`src/rtl/sme_seq_pkg.sv`:
```
// Shared types and sizes for the string-match sequencer.
package sme_seq_pkg;

  localparam int unsigned STR_DEPTH = 32;
  localparam int unsigned PTN_DEPTH = 8;
  localparam int unsigned IDX_W     = 5;

  typedef enum logic [2:0] {
    StIdle,
    StSendStr,
    StSendPtn,
    StWait,
    StDone
  } state_e;

endpackage

```
`src/rtl/sme_seq_if.sv`:
```
// Byte-serial link between the sequencer (master) and the matching engine (slave).
interface sme_seq_if;
  import sme_seq_pkg::*;

  logic [7:0]       eng_chardata;
  logic             eng_isstring;
  logic             eng_ispattern;
  logic             eng_valid;
  logic             eng_match;
  logic [IDX_W-1:0] eng_match_index;

  modport master (
    output eng_chardata, eng_isstring, eng_ispattern,
    input  eng_valid, eng_match, eng_match_index
  );

  modport slave (
    input  eng_chardata, eng_isstring, eng_ispattern,
    output eng_valid, eng_match, eng_match_index
  );

endinterface

```
`src/rtl/sme_seq_buf.sv`:
```
// String buffer and per-slot pattern buffers; synchronous write, asynchronous read.
module sme_seq_buf
  import sme_seq_pkg::*;
#(
  parameter int unsigned NPAT = 4
) (
  input  logic                         clk,
  input  logic                         str_we,
  input  logic [$clog2(STR_DEPTH)-1:0] str_waddr,
  input  logic [7:0]                   str_wdata,
  input  logic [$clog2(STR_DEPTH)-1:0] str_raddr,
  output logic [7:0]                   str_rdata,
  input  logic                         ptn_we,
  input  logic [((NPAT > 1) ? $clog2(NPAT) : 1)-1:0] ptn_wslot,
  input  logic [$clog2(PTN_DEPTH)-1:0] ptn_waddr,
  input  logic [7:0]                   ptn_wdata,
  input  logic [((NPAT > 1) ? $clog2(NPAT) : 1)-1:0] ptn_rslot,
  input  logic [$clog2(PTN_DEPTH)-1:0] ptn_raddr,
  output logic [7:0]                   ptn_rdata
);

  logic [7:0] str_mem [STR_DEPTH];
  logic [7:0] ptn_mem [NPAT][PTN_DEPTH];

  always_ff @(posedge clk) begin
    if (str_we) str_mem[str_waddr] <= str_wdata;
    if (ptn_we) ptn_mem[ptn_wslot][ptn_waddr] <= ptn_wdata;
  end

  assign str_rdata = str_mem[str_raddr];
  assign ptn_rdata = ptn_mem[ptn_rslot][ptn_raddr];

endmodule

```
`src/rtl/sme_seq.sv`:
```
// Buffers a host string and up to NPAT patterns, then streams them to a matching engine
// one pattern at a time and collects per-pattern match results.
module sme_seq
  import sme_seq_pkg::*;
#(
  parameter int unsigned NPAT = 4,
  parameter int unsigned TMO  = 64
) (
  input  logic                  clk,
  input  logic                  reset,
  input  logic [7:0]            in_data,
  input  logic                  in_str,
  input  logic                  in_ptn,
  input  logic                  start,
  output logic                  busy,
  sme_seq_if.master             eng,
  output logic                  res_valid,
  output logic [NPAT-1:0]       res_match,
  output logic [IDX_W*NPAT-1:0] res_index,
  output logic                  err
);

  localparam int unsigned SlotW = (NPAT > 1) ? $clog2(NPAT) : 1;
  localparam int unsigned CntW  = $clog2(NPAT + 1);
  localparam int unsigned TmoW  = (TMO > 1) ? $clog2(TMO) : 1;
  localparam int unsigned StrAw = $clog2(STR_DEPTH);
  localparam int unsigned PtnAw = $clog2(PTN_DEPTH);
  localparam int unsigned StrLw = StrAw + 1;
  localparam int unsigned PtnLw = PtnAw + 1;
  localparam logic [CntW-1:0]  NpatC   = CntW'(NPAT);
  localparam logic [TmoW-1:0]  TmoLast = TmoW'(TMO - 1);
  localparam logic [StrLw-1:0] StrFull = StrLw'(STR_DEPTH);
  localparam logic [PtnLw-1:0] PtnFull = PtnLw'(PTN_DEPTH);

  state_e            state_q;
  logic [StrLw-1:0]  str_len_q;
  logic [CntW-1:0]   pat_cnt_q;
  logic [PtnLw-1:0]  ptn_len_q [NPAT];
  logic              prev_str_q, prev_ptn_q, burst_ok_q;
  logic [SlotW-1:0]  wr_slot_q;
  logic [StrAw-1:0]  str_idx_q;
  logic [PtnAw-1:0]  ptn_idx_q;
  logic [SlotW-1:0]  k_q;
  logic [TmoW-1:0]   tmo_q;

  logic                  busy_q, res_valid_q, err_q;
  logic [NPAT-1:0]       res_match_q;
  logic [IDX_W*NPAT-1:0] res_index_q;
  logic [7:0]            chardata_q;
  logic                  isstring_q, ispattern_q;

  logic              ptn_act, new_str, new_burst, str_we, ptn_we, last_pat;
  logic [StrAw-1:0]  str_waddr;
  logic [SlotW-1:0]  ptn_wslot;
  logic [PtnLw-1:0]  cur_len;
  logic [PtnAw-1:0]  ptn_waddr;
  logic [7:0]        str_rdata, ptn_rdata;

  // Load path: a string char always beats a simultaneous pattern char.
  always_comb begin
    ptn_act   = in_ptn & ~in_str;
    new_str   = in_str & ~prev_str_q;
    new_burst = ptn_act & ~prev_ptn_q;
    str_we    = ~busy_q & in_str & (new_str | (str_len_q != StrFull));
    str_waddr = new_str ? '0 : str_len_q[StrAw-1:0];
    ptn_wslot = new_burst ? pat_cnt_q[SlotW-1:0] : wr_slot_q;
    cur_len   = new_burst ? '0 : ptn_len_q[ptn_wslot];
    ptn_we    = ~busy_q & ptn_act &
                (new_burst ? (pat_cnt_q != NpatC) : (burst_ok_q & (cur_len != PtnFull)));
    ptn_waddr = cur_len[PtnAw-1:0];
    last_pat  = (k_q == SlotW'(pat_cnt_q - CntW'(1)));
  end

  sme_seq_buf #(
    .NPAT (NPAT)
  ) u_buf (
    .clk       (clk),
    .str_we    (str_we),
    .str_waddr (str_waddr),
    .str_wdata (in_data),
    .str_raddr (str_idx_q),
    .str_rdata (str_rdata),
    .ptn_we    (ptn_we),
    .ptn_wslot (ptn_wslot),
    .ptn_waddr (ptn_waddr),
    .ptn_wdata (in_data),
    .ptn_rslot (k_q),
    .ptn_raddr (ptn_idx_q),
    .ptn_rdata (ptn_rdata)
  );

  always_ff @(posedge clk) begin
    if (reset) begin
      state_q     <= StIdle;
      str_len_q   <= '0;
      pat_cnt_q   <= '0;
      ptn_len_q   <= '{default: '0};
      prev_str_q  <= 1'b0;
      prev_ptn_q  <= 1'b0;
      burst_ok_q  <= 1'b0;
      wr_slot_q   <= '0;
      str_idx_q   <= '0;
      ptn_idx_q   <= '0;
      k_q         <= '0;
      tmo_q       <= '0;
      busy_q      <= 1'b0;
      res_valid_q <= 1'b0;
      err_q       <= 1'b0;
      res_match_q <= '0;
      res_index_q <= '0;
      chardata_q  <= '0;
      isstring_q  <= 1'b0;
      ispattern_q <= 1'b0;
    end else begin
      prev_str_q <= in_str;
      prev_ptn_q <= ptn_act;
      if (str_we) str_len_q <= {1'b0, str_waddr} + StrLw'(1);
      if (ptn_we) begin
        ptn_len_q[ptn_wslot] <= cur_len + PtnLw'(1);
        if (new_burst) begin
          pat_cnt_q <= pat_cnt_q + CntW'(1);
          wr_slot_q <= ptn_wslot;
        end
      end
      if (~busy_q & new_burst) burst_ok_q <= (pat_cnt_q != NpatC);

      // Engine strobes and res_valid are registered images of the current state.
      chardata_q  <= '0;
      isstring_q  <= 1'b0;
      ispattern_q <= 1'b0;
      res_valid_q <= 1'b0;
      if (res_valid_q) busy_q <= 1'b0;

      unique case (state_q)
        StIdle: begin
          if (start && !busy_q) begin
            busy_q      <= 1'b1;
            res_match_q <= '0;
            res_index_q <= '0;
            err_q       <= 1'b0;
            str_idx_q   <= '0;
            ptn_idx_q   <= '0;
            k_q         <= '0;
            state_q     <= (str_len_q != '0 && pat_cnt_q != '0) ? StSendStr : StDone;
          end
        end
        StSendStr: begin
          chardata_q <= str_rdata;
          isstring_q <= 1'b1;
          if ({1'b0, str_idx_q} == str_len_q - StrLw'(1)) state_q <= StSendPtn;
          else str_idx_q <= str_idx_q + StrAw'(1);
        end
        StSendPtn: begin
          chardata_q  <= ptn_rdata;
          ispattern_q <= 1'b1;
          if ({1'b0, ptn_idx_q} == ptn_len_q[k_q] - PtnLw'(1)) begin
            state_q <= StWait;
            tmo_q   <= '0;
          end else begin
            ptn_idx_q <= ptn_idx_q + PtnAw'(1);
          end
        end
        StWait: begin
          if (eng.eng_valid || tmo_q == TmoLast) begin
            if (eng.eng_valid) begin
              res_match_q[k_q]                  <= eng.eng_match;
              res_index_q[IDX_W*k_q +: IDX_W]   <= eng.eng_match ? eng.eng_match_index : '0;
            end else begin
              res_match_q[k_q]                  <= 1'b0;
              res_index_q[IDX_W*k_q +: IDX_W]   <= '0;
              err_q                             <= 1'b1;
            end
            if (last_pat) begin
              state_q <= StDone;
            end else begin
              k_q       <= k_q + SlotW'(1);
              ptn_idx_q <= '0;
              state_q   <= StSendPtn;
            end
          end else begin
            tmo_q <= tmo_q + TmoW'(1);
          end
        end
        StDone: begin
          res_valid_q <= 1'b1;
          pat_cnt_q   <= '0;
          state_q     <= StIdle;
        end
        default: state_q <= StIdle;
      endcase
    end
  end

  assign busy              = busy_q;
  assign res_valid         = res_valid_q;
  assign res_match         = res_match_q;
  assign res_index         = res_index_q;
  assign err               = err_q;
  assign eng.eng_chardata  = chardata_q;
  assign eng.eng_isstring  = isstring_q;
  assign eng.eng_ispattern = ispattern_q;

endmodule

```
`src/flat_wrapper.sv`:
```
// flat-port wrapper written by rule: the top's interface ports become plain ports
module sme_seq_flat import sme_seq_pkg::*;
#(
  parameter int unsigned NPAT = 4,
  parameter int unsigned TMO  = 64
)
  (clk, reset, in_data, in_str, in_ptn, start, busy, res_valid, res_match, res_index, err, eng_eng_chardata, eng_eng_isstring, eng_eng_ispattern, eng_eng_valid, eng_eng_match, eng_eng_match_index);
  sme_seq_if eng_i ();
  input  logic clk;
  input  logic reset;
  input  logic [7:0] in_data;
  input  logic in_str;
  input  logic in_ptn;
  input  logic start;
  output logic busy;
  output logic res_valid;
  output logic [NPAT-1:0] res_match;
  output logic [IDX_W*NPAT-1:0] res_index;
  output logic err;
  output wire logic [$bits(eng_i.eng_chardata)-1:0] eng_eng_chardata;
  output wire logic [$bits(eng_i.eng_isstring)-1:0] eng_eng_isstring;
  output wire logic [$bits(eng_i.eng_ispattern)-1:0] eng_eng_ispattern;
  input wire logic [$bits(eng_i.eng_valid)-1:0] eng_eng_valid;
  input wire logic [$bits(eng_i.eng_match)-1:0] eng_eng_match;
  input wire logic [$bits(eng_i.eng_match_index)-1:0] eng_eng_match_index;
  assign eng_eng_chardata = eng_i.eng_chardata;
  assign eng_eng_isstring = eng_i.eng_isstring;
  assign eng_eng_ispattern = eng_i.eng_ispattern;
  assign eng_i.eng_valid = eng_eng_valid;
  assign eng_i.eng_match = eng_eng_match;
  assign eng_i.eng_match_index = eng_eng_match_index;
  sme_seq #(.NPAT(NPAT), .TMO(TMO)) u_core (.clk(clk), .reset(reset), .in_data(in_data), .in_str(in_str), .in_ptn(in_ptn), .start(start), .busy(busy), .eng(eng_i), .res_valid(res_valid), .res_match(res_match), .res_index(res_index), .err(err));
endmodule
```
`config.mk`:
```
export PLATFORM = sky130hd
export DESIGN_NAME = sme_seq_flat
export DESIGN_NICKNAME = d
export VERILOG_FILES = /design/src/rtl/sme_seq_pkg.sv /design/src/rtl/sme_seq_if.sv /design/src/rtl/sme_seq_buf.sv /design/src/rtl/sme_seq.sv /design/src/flat_wrapper.sv
export SDC_FILE = /design/constraint.sdc
export NUM_CORES = 1
export LEC_CHECK = 0
export CORE_MARGIN = 2
export CORE_UTILIZATION = 65
export CTS_BUF_LIST = sky130_fd_sc_hd__clkbuf_4
export CTS_CLUSTER_SIZE = 8
export DETAILED_ROUTE_END_ITERATION = 10
export DONT_BUFFER_PORTS = 1
export PLACE_DENSITY_LB_ADDON = 0.2
export SETUP_SLACK_MARGIN = 0.02
export SLEW_MARGIN = 30
export SYNTH_ARGS = -nofsm -noshare
export SYNTH_HDL_FRONTEND = slang
export SYNTH_SLANG_ARGS = --single-unit
```
`constraint.sdc`:
```
create_clock -name clk -period 4.4 [get_ports clk]
set_clock_uncertainty 0.15 [all_clocks]
set_input_delay 0.66 -clock clk [delete_from_list [all_inputs] [get_ports clk]]
set_output_delay 0.66 -clock clk [all_outputs]
set_load 0.01 [all_outputs]
```
==> impl_metrics.yaml, run 1 <==
clock_tree:
  clk_path_buf_depth: 3
  cts-root-buf: "clkbuf_4"
  cts_buffers: 148
  ctsHtreeMaxLevel: 4
  tritoncts: "built"
  insertion_delay_ns: 0.84
  cts_sinks: 605
  cts.clk_slew.worst_paths_ns: 0.06
  post_cts_resized: 0
worst_setup_path:
  rr_worst_depth: 9
  crit_type: "flop to flop"
  critical_path_required_ns: 4.71
  start_kind: "flop"
  crit_arrival_ns: 4.24
  crit_chain: "nor3b_2 > mux2i_1 > mux2_2 > or2_2 > ha_1 > a41o_1 > a21o_1 > nand2b_1 > nor2_1"
  critical_path.max_stage_delay_ns: 0.61
  cp_max_fo: 9
  crit_slowest_cell: "nor2_1"
  endpoint_kind: "flop"
synth:
  seq_area_frac_synth_pct: 71.48
  netlist_top_cells_area: "edfxtp_1 64%, mux4_2 15%, dfxtp_1 7.7%, nor2_1 2.0%, ha_1 0.88%"
  synth_area_leader_cell: "edfxtp_1"
  syn_inst: 1312
  synth-edff-count: 512
  synthArstFlopShare_pct: 0
  synth_cell_types: 63
  ys.flop_type: "edfxtp_1"
  synthesis.area_um2: 24110
  syn_nets: 1349
  yosysWarnings: 0
  syn_area_per_cell_um2: 18.38
  synth_seq_cells: 605
  synth_top_area_share_pct: 63.76
pwr:
  internal_power_uw: 8842
  clkPwrFrac_pct: 41.1
  seqPwrFrac_pct: 55.8
  switching_share_pct: 21.16
  p_sw_uw: 2374
  combPwrFrac_pct: 3.0
  ir_worst_vdd_uv: 235.4
  p_per_area_nw_per_um2: 414.8
  p_leak_uw: 0.008750
die:
  die-width_um: 196.6
  die_h_um: 196.6
  rows: 70
  io_pins: 57
  die-area_um2: 38650
  core_um2: 36610
  start_util_pct: 65.86
placed_design:
  gp_congestion: 0.9045
  placed_area_um2: 24780
  port_buffers: 0
  preCtsSetupSlack_ns: 0.2121
  dp_hpwl_um: 31850
global_route:
  grtUsageTotal_pct: 28.98
  gr-total-overflow: 0
  first_global_vias: 13310
  grt_pass1_wl_um: 80890
  grt_max_degree: 73
  antenna_found_initial: 2
timing:
  setup_tns_ns: 0
  layout_min_cycle_time_ns: 3.935
  drv_slew: 0
  rsz0062_at_grt: "no"
  fin_ws_ns: 0.4655
  fin_crit_sh_pct: 89.42
  finalSetupViolCount: 0
  fmax_mhz: 254.2
  hold_viol_final: 0
  worst_slew_pin_slew_ns: 0.9387
  slew_headroom_pct: 37.42
detailed_routing:
  drc: 0
  drt-total-wl_um: 53790
  wl_per_cell_um: 26.47
  vias: 13290
  ant_nets: 0
  drt_iter0_markers: 1598
  viasPerCell: 6.541
  firstDrtPassIters: 5
flow_run:
  max-cap-violations: 0
status:
  status: "complete, no violations"
cells_and_area:
  num-nets-final: 1494
  synthToLayoutAreaGrowth_pct: 12.15
  layout-drive-gt1-share_pct: 29.71
  final_util_pct: 73.87
  postLayoutCellArea_um2: 27040
worst_hold_path:
  hold_depth: 2
  hp-class: "input port to flop"
==> worst max-delay path: cells and delay by family, from the launching register on <==
family                     cells  cell delay [ns]
AOI/OAI and AO/OA              2             0.53
adders and majority gates      1             0.23
DFF                            1             0.34
muxes                          2             0.75
and+or+nand+nor                4             1.57
==> logic make-up (layout without fill, tap and decap cells) <==
| kind of cell | Yosys count | count (layout) | share of synthesized area [%] |
|---|---|---|---|
| flops | 605 | 605 | 71.48 |
| xor+xnor | 19 | 19 | 0.6901 |
| compound gates | 115 | 115 | 3.461 |
| mux | 188 | 188 | 16.47 |
| fa+ha+maj | 17 | 17 | 0.8821 |
| simple gates | 278 | 278 | 5.443 |
| other cells | 0 | 2 | 0 |
| buf+inv | 90 | 340 | 1.567 |
==> area by class of cell <==
cell class / count / area (um2)
antenna: 2 / 5.005
clock buffer: 211 / 1584
clock inverter: 44 / 301.5
fill: 2123 / 9568
inverter: 21 / 78.83
multi-input combinational: 617 / 6525
sequential: 605 / 17250
tap: 468 / 585.6
timing repair buffer: 64 / 713.2
==> synthesized netlist by cell type (all sizes together), types with 4 or more instances <==
cell	instances
nand2b	9
xor2	10
a21oi	22
a211oi	7
nor3	10
a22oi	22
edfxtp	512
mux2i	20
or3	9
inv	21
nor2	128
nand4	5
nand3b	10
nand3	16
buf	28
or2	4
a32oi	21
nand2	50
dfxtp	93
o21ai	15
clkbuf	41
nor2b	13
mux4	166
xnor2	9
and2	4
ha	17
==> worst paths after layout <==
kind	start	to	slack, ns
setup / recovery	u_core.prev_ptn_q	u_core.u_buf.ptn_mem[1][61]	0.47
hold / removal	reset	u_core.ptn_len_q[14]	0.04
setup reg to reg	u_core.prev_ptn_q	u_core.u_buf.ptn_mem[1][61]	0.47
hold reg to reg	u_core.burst_ok_q	u_core.burst_ok_q	0.35
==> state kept, by name (all words and copies together) (netlist names), 4 cells and up, named ones only <==
register	count
u_core.res_index	20
u_core.res_match	4
u_core.eng.eng_chardata	8
u_core.ptn_len_q	16
u_core.str_len_q	6
u_core.u_buf.str_mem	256
u_core.tmo_q	6
u_core.u_buf.ptn_mem	256
u_core.str_idx_q	5
==> stage by stage <==
step,total power (uW),hold slack (ns),cells
finish,11220,0.03730,2032
global route,11620,0.01907,2032
detailed placement,6595,0.3308,1755
global placement,6590,0.3082,1755
CTS,11280,0.003722,2030
floorplan,6541,0.3024,1312
==> timing repair <==
action / 4_1_cts / 5_1_grt
hold endpoints to repair: 585 / 0
setup buffers: 0 / 0
hold buffers: 20 / 0
==> power by group through the flow <==
stage	Combinational [uW]	Clock (uW)	Sequential, uW
5_1_grt	367	4990	6260
3_5_place_dp	208	0	6390
4_1_cts	338	4680	6260
6_report	341	4610	6260
3_3_place_gp	205	0	6380
2_1_floorplan	168	0	6370
==> layout by cell type, fill, tap and decap left out, drive strengths merged, types with 4 or more instances in the layout <==
cell / synthesis / final
edfxtp: 512 / 512
a211oi: 7 / 7
nand3: 16 / 16
nand4: 5 / 5
mux4: 166 / 166
a21oi: 22 / 22
clkbuf: 41 / 211
and2: 4 / 4
inv: 21 / 26
a22oi: 22 / 22
nand3b: 10 / 10
a32oi: 21 / 21
dfxtp: 93 / 93
mux2i: 20 / 20
ha: 17 / 17
bufinv: 0 / 5
nor2b: 13 / 13
dlygate4sd3: 0 / 11
o21ai: 15 / 15
nor3: 10 / 10
clkinv: 0 / 34
or2: 4 / 4
or3: 9 / 9
nand2: 50 / 50
xor2: 10 / 10
buf: 28 / 53
xnor2: 9 / 9
nor2: 128 / 128
nand2b: 9 / 9
==> layer usage <==
layer,up-vias,global-route usage [%],share of wire (%)
met5,-,0,0
met4,0,9.691,2.4
met3,100,7.957,11
met2,798,42.50,47
met1,6704,43.20,40
li1,5690,-,-
Note: power is estimated with default switching activity, not from simulation.
==> run 2, diff against run 1 <==
--- a/config.mk
+++ b/config.mk
@@ -11,6 +11,7 @@
 export CTS_CLUSTER_SIZE = 8
 export DETAILED_ROUTE_END_ITERATION = 10
 export DONT_BUFFER_PORTS = 1
+export MAX_ROUTING_LAYER = met4
 export PLACE_DENSITY_LB_ADDON = 0.2
 export SETUP_SLACK_MARGIN = 0.02
 export SLEW_MARGIN = 30
==> run 2 against run 1 <==
Against the previous run: fmax grew 0.58%; sequential share of layout area is the same; core utilization is the same; largest power group unchanged.
==> impl_metrics.yaml, run 2 (synthesis gave the netlist of run 1 again) <==
cells_and_area:
  multi_input_area_um2: 6525
  synthToLayoutAreaGrowth_pct: 12.15
  nFillCells: 2123
  seq_area_um2: 17250
  fin_cells: 2032
  layout_common_cells: "512 x edfxtp_1, 211 x clkbuf_4, 163 x mux4_2, 128 x nor2_1, 87 x dfxtp_1"
  layout_commonest_cell: "edfxtp_1"
  num-nets-final: 1494
  layout-drive-gt1-share_pct: 29.71
die:
  core_um2: 36610
  die-area_um2: 38650
  rows: 70
  io_pins: 57
  die-width_um: 196.6
  start_util_pct: 65.86
  die_h_um: 196.6
worst_setup_path:
  timing.rr.start: "u_core.prev_ptn_q"
  endpoint_kind: "flop"
  crit_arrival_ns: 4.21
  critical_path_required_ns: 4.69
  crit_cells: 9
  critical_path.max_stage_delay_ns: 0.60
  r2r_end: "u_core.u_buf.ptn_mem[1][59]"
  cp.buffers_inverters: 0
  crit_slowest_cell: "nor2_1"
  rr_worst_depth: 9
  crit_chain: "nor3b_2 > mux2i_1 > mux2_2 > or2_2 > ha_1 > a41o_1 > a21o_1 > nand2b_1 > nor2_1"
  crit_type: "flop to flop"
  start_kind: "flop"
  rrSetupSlack_ns: 0.49
  cp_max_fo: 9
  cp_top_family: "simple AND/OR/NAND/NOR gates"
detailed_routing:
  firstDrtPassIters: 7
  drc: 0
  vias: 13360
  ant_nets: 0
  drt-total-wl_um: 53620
  viasPerCell: 6.575
  wl_per_cell_um: 26.39
  drt_iter0_markers: 1570
placed_design:
  dp_hpwl_um: 31850
  gp_congestion: 0.9200
  dp_cells: 1755
  port_buffers: 0
pwr:
  p_leak_uw: 0.008750
  ir_worst_vdd_uv: 235.3
  p_per_area_nw_per_um2: 414.6
  p_total_uw: 11210
worst_hold_path:
  hp-class: "input port to flop"
  hold_depth: 2
  hold_path_end: "u_core.ptn_len_q[4]"
  hold_start: "reset"
global_route:
  grt_max_degree: 73
  first_global_vias: 13320
  grtUsageTotal_pct: 29.92
  grt_pass1_wl_um: 81030
  antenna_found_initial: 2
  gr-total-overflow: 0
timing:
  rsz0062_at_grt: "no"
  fin_crit_sh_pct: 88.91
  slew_headroom_pct: 37.66
  hold_viol_final: 0
  whs_ns: 0.05356
  setup_tns_ns: 0
  worst_slew_pin_slew_ns: 0.9350
  drv_slew: 0
  layout_min_cycle_time_ns: 3.912
  fmax_mhz: 255.6
  finalSetupViolCount: 0
status:
  status: "complete, no violations"
clock_tree:
  cts.clk_slew.worst_paths_ns: 0.07
  insertion_delay_ns: 0.83
  cts_buffers: 148
  ctsHtreeMaxLevel: 4
  tritoncts: "built"
  clk_path_buf_depth: 3
  post_cts_resized: 0
  cts_sinks: 605
  cts-root-buf: "clkbuf_4"
flow_run:
  max-cap-violations: 0
run 2: area by class of cell:
class | count | area share (%)
well taps | 468 | 2.165
clock inverters | 44 | 1.115
inverters | 21 | 0.2915
diodes | 2 | 0.01851
repair buffers | 64 | 2.637
flip-flops and latches | 605 | 63.79
clock buffers | 211 | 5.858
multi-input cells | 617 | 24.13
run 2: metal layers:
metal | track usage (%) | up-vias | share of wire [%]
li1 | - | 5694 | -
met1 | 43.27 | 6787 | 40
met2 | 42.57 | 792 | 47
met3 | 7.940 | 87 | 11
met4 | 9.635 | 0 | 2.2
met5 | - | - | 0
run 2: worst max path at each step:
| stage | start | end | slack, ns |
|---|---|---|---|
| final | u_core.prev_ptn_q | u_core.u_buf.ptn_mem[1][59] | 0.49 |
| after floorplan | in_str | u_core.u_buf.ptn_mem[1][0] | 0.36 |
| after global routing | u_core.prev_ptn_q | u_core.u_buf.ptn_mem[1][61] | 0.21 |
| after detailed placement | in_str | u_core.u_buf.ptn_mem[1][59] | 0.21 |
| after global placement | in_str | u_core.u_buf.ptn_mem[1][62] | 0.37 |
| after CTS | u_core.prev_ptn_q | u_core.u_buf.ptn_mem[1][58] | 0.52 |
run 2: power breakdown:
| group | internal, uW | switching [uW] | leakage [uW] | total [uW] |
|---|---|---|---|---|
| registers | 6230 | 28.5 | 0.00536 | 6260 |
| clock network | 2490 | 2120 | 0.00113 | 4610 |
| logic | 116 | 224 | 0.00226 | 339 |
| total | 8840 | 2370 | 0.00875 | 11200 |
run 2: per-stage QoR:
step | area, um2 | util (%) | worst slack (ns)
after global routing | 27040 | 73.87 | 0.2086
after CTS | 27020 | 73.81 | 0.5186
after detailed placement | 24780 | 67.68 | 0.2121
after floorplan | 24110 | - | 0.3611
final | 27040 | 73.87 | 0.4880
after global placement | 24770 | 67.65 | 0.3712
run 2: what timing repair did:
item	4_1_cts	5_1_grt
hold buffers	20	0
endpoints found under the hold margin	585	0
buffers inserted	0	0
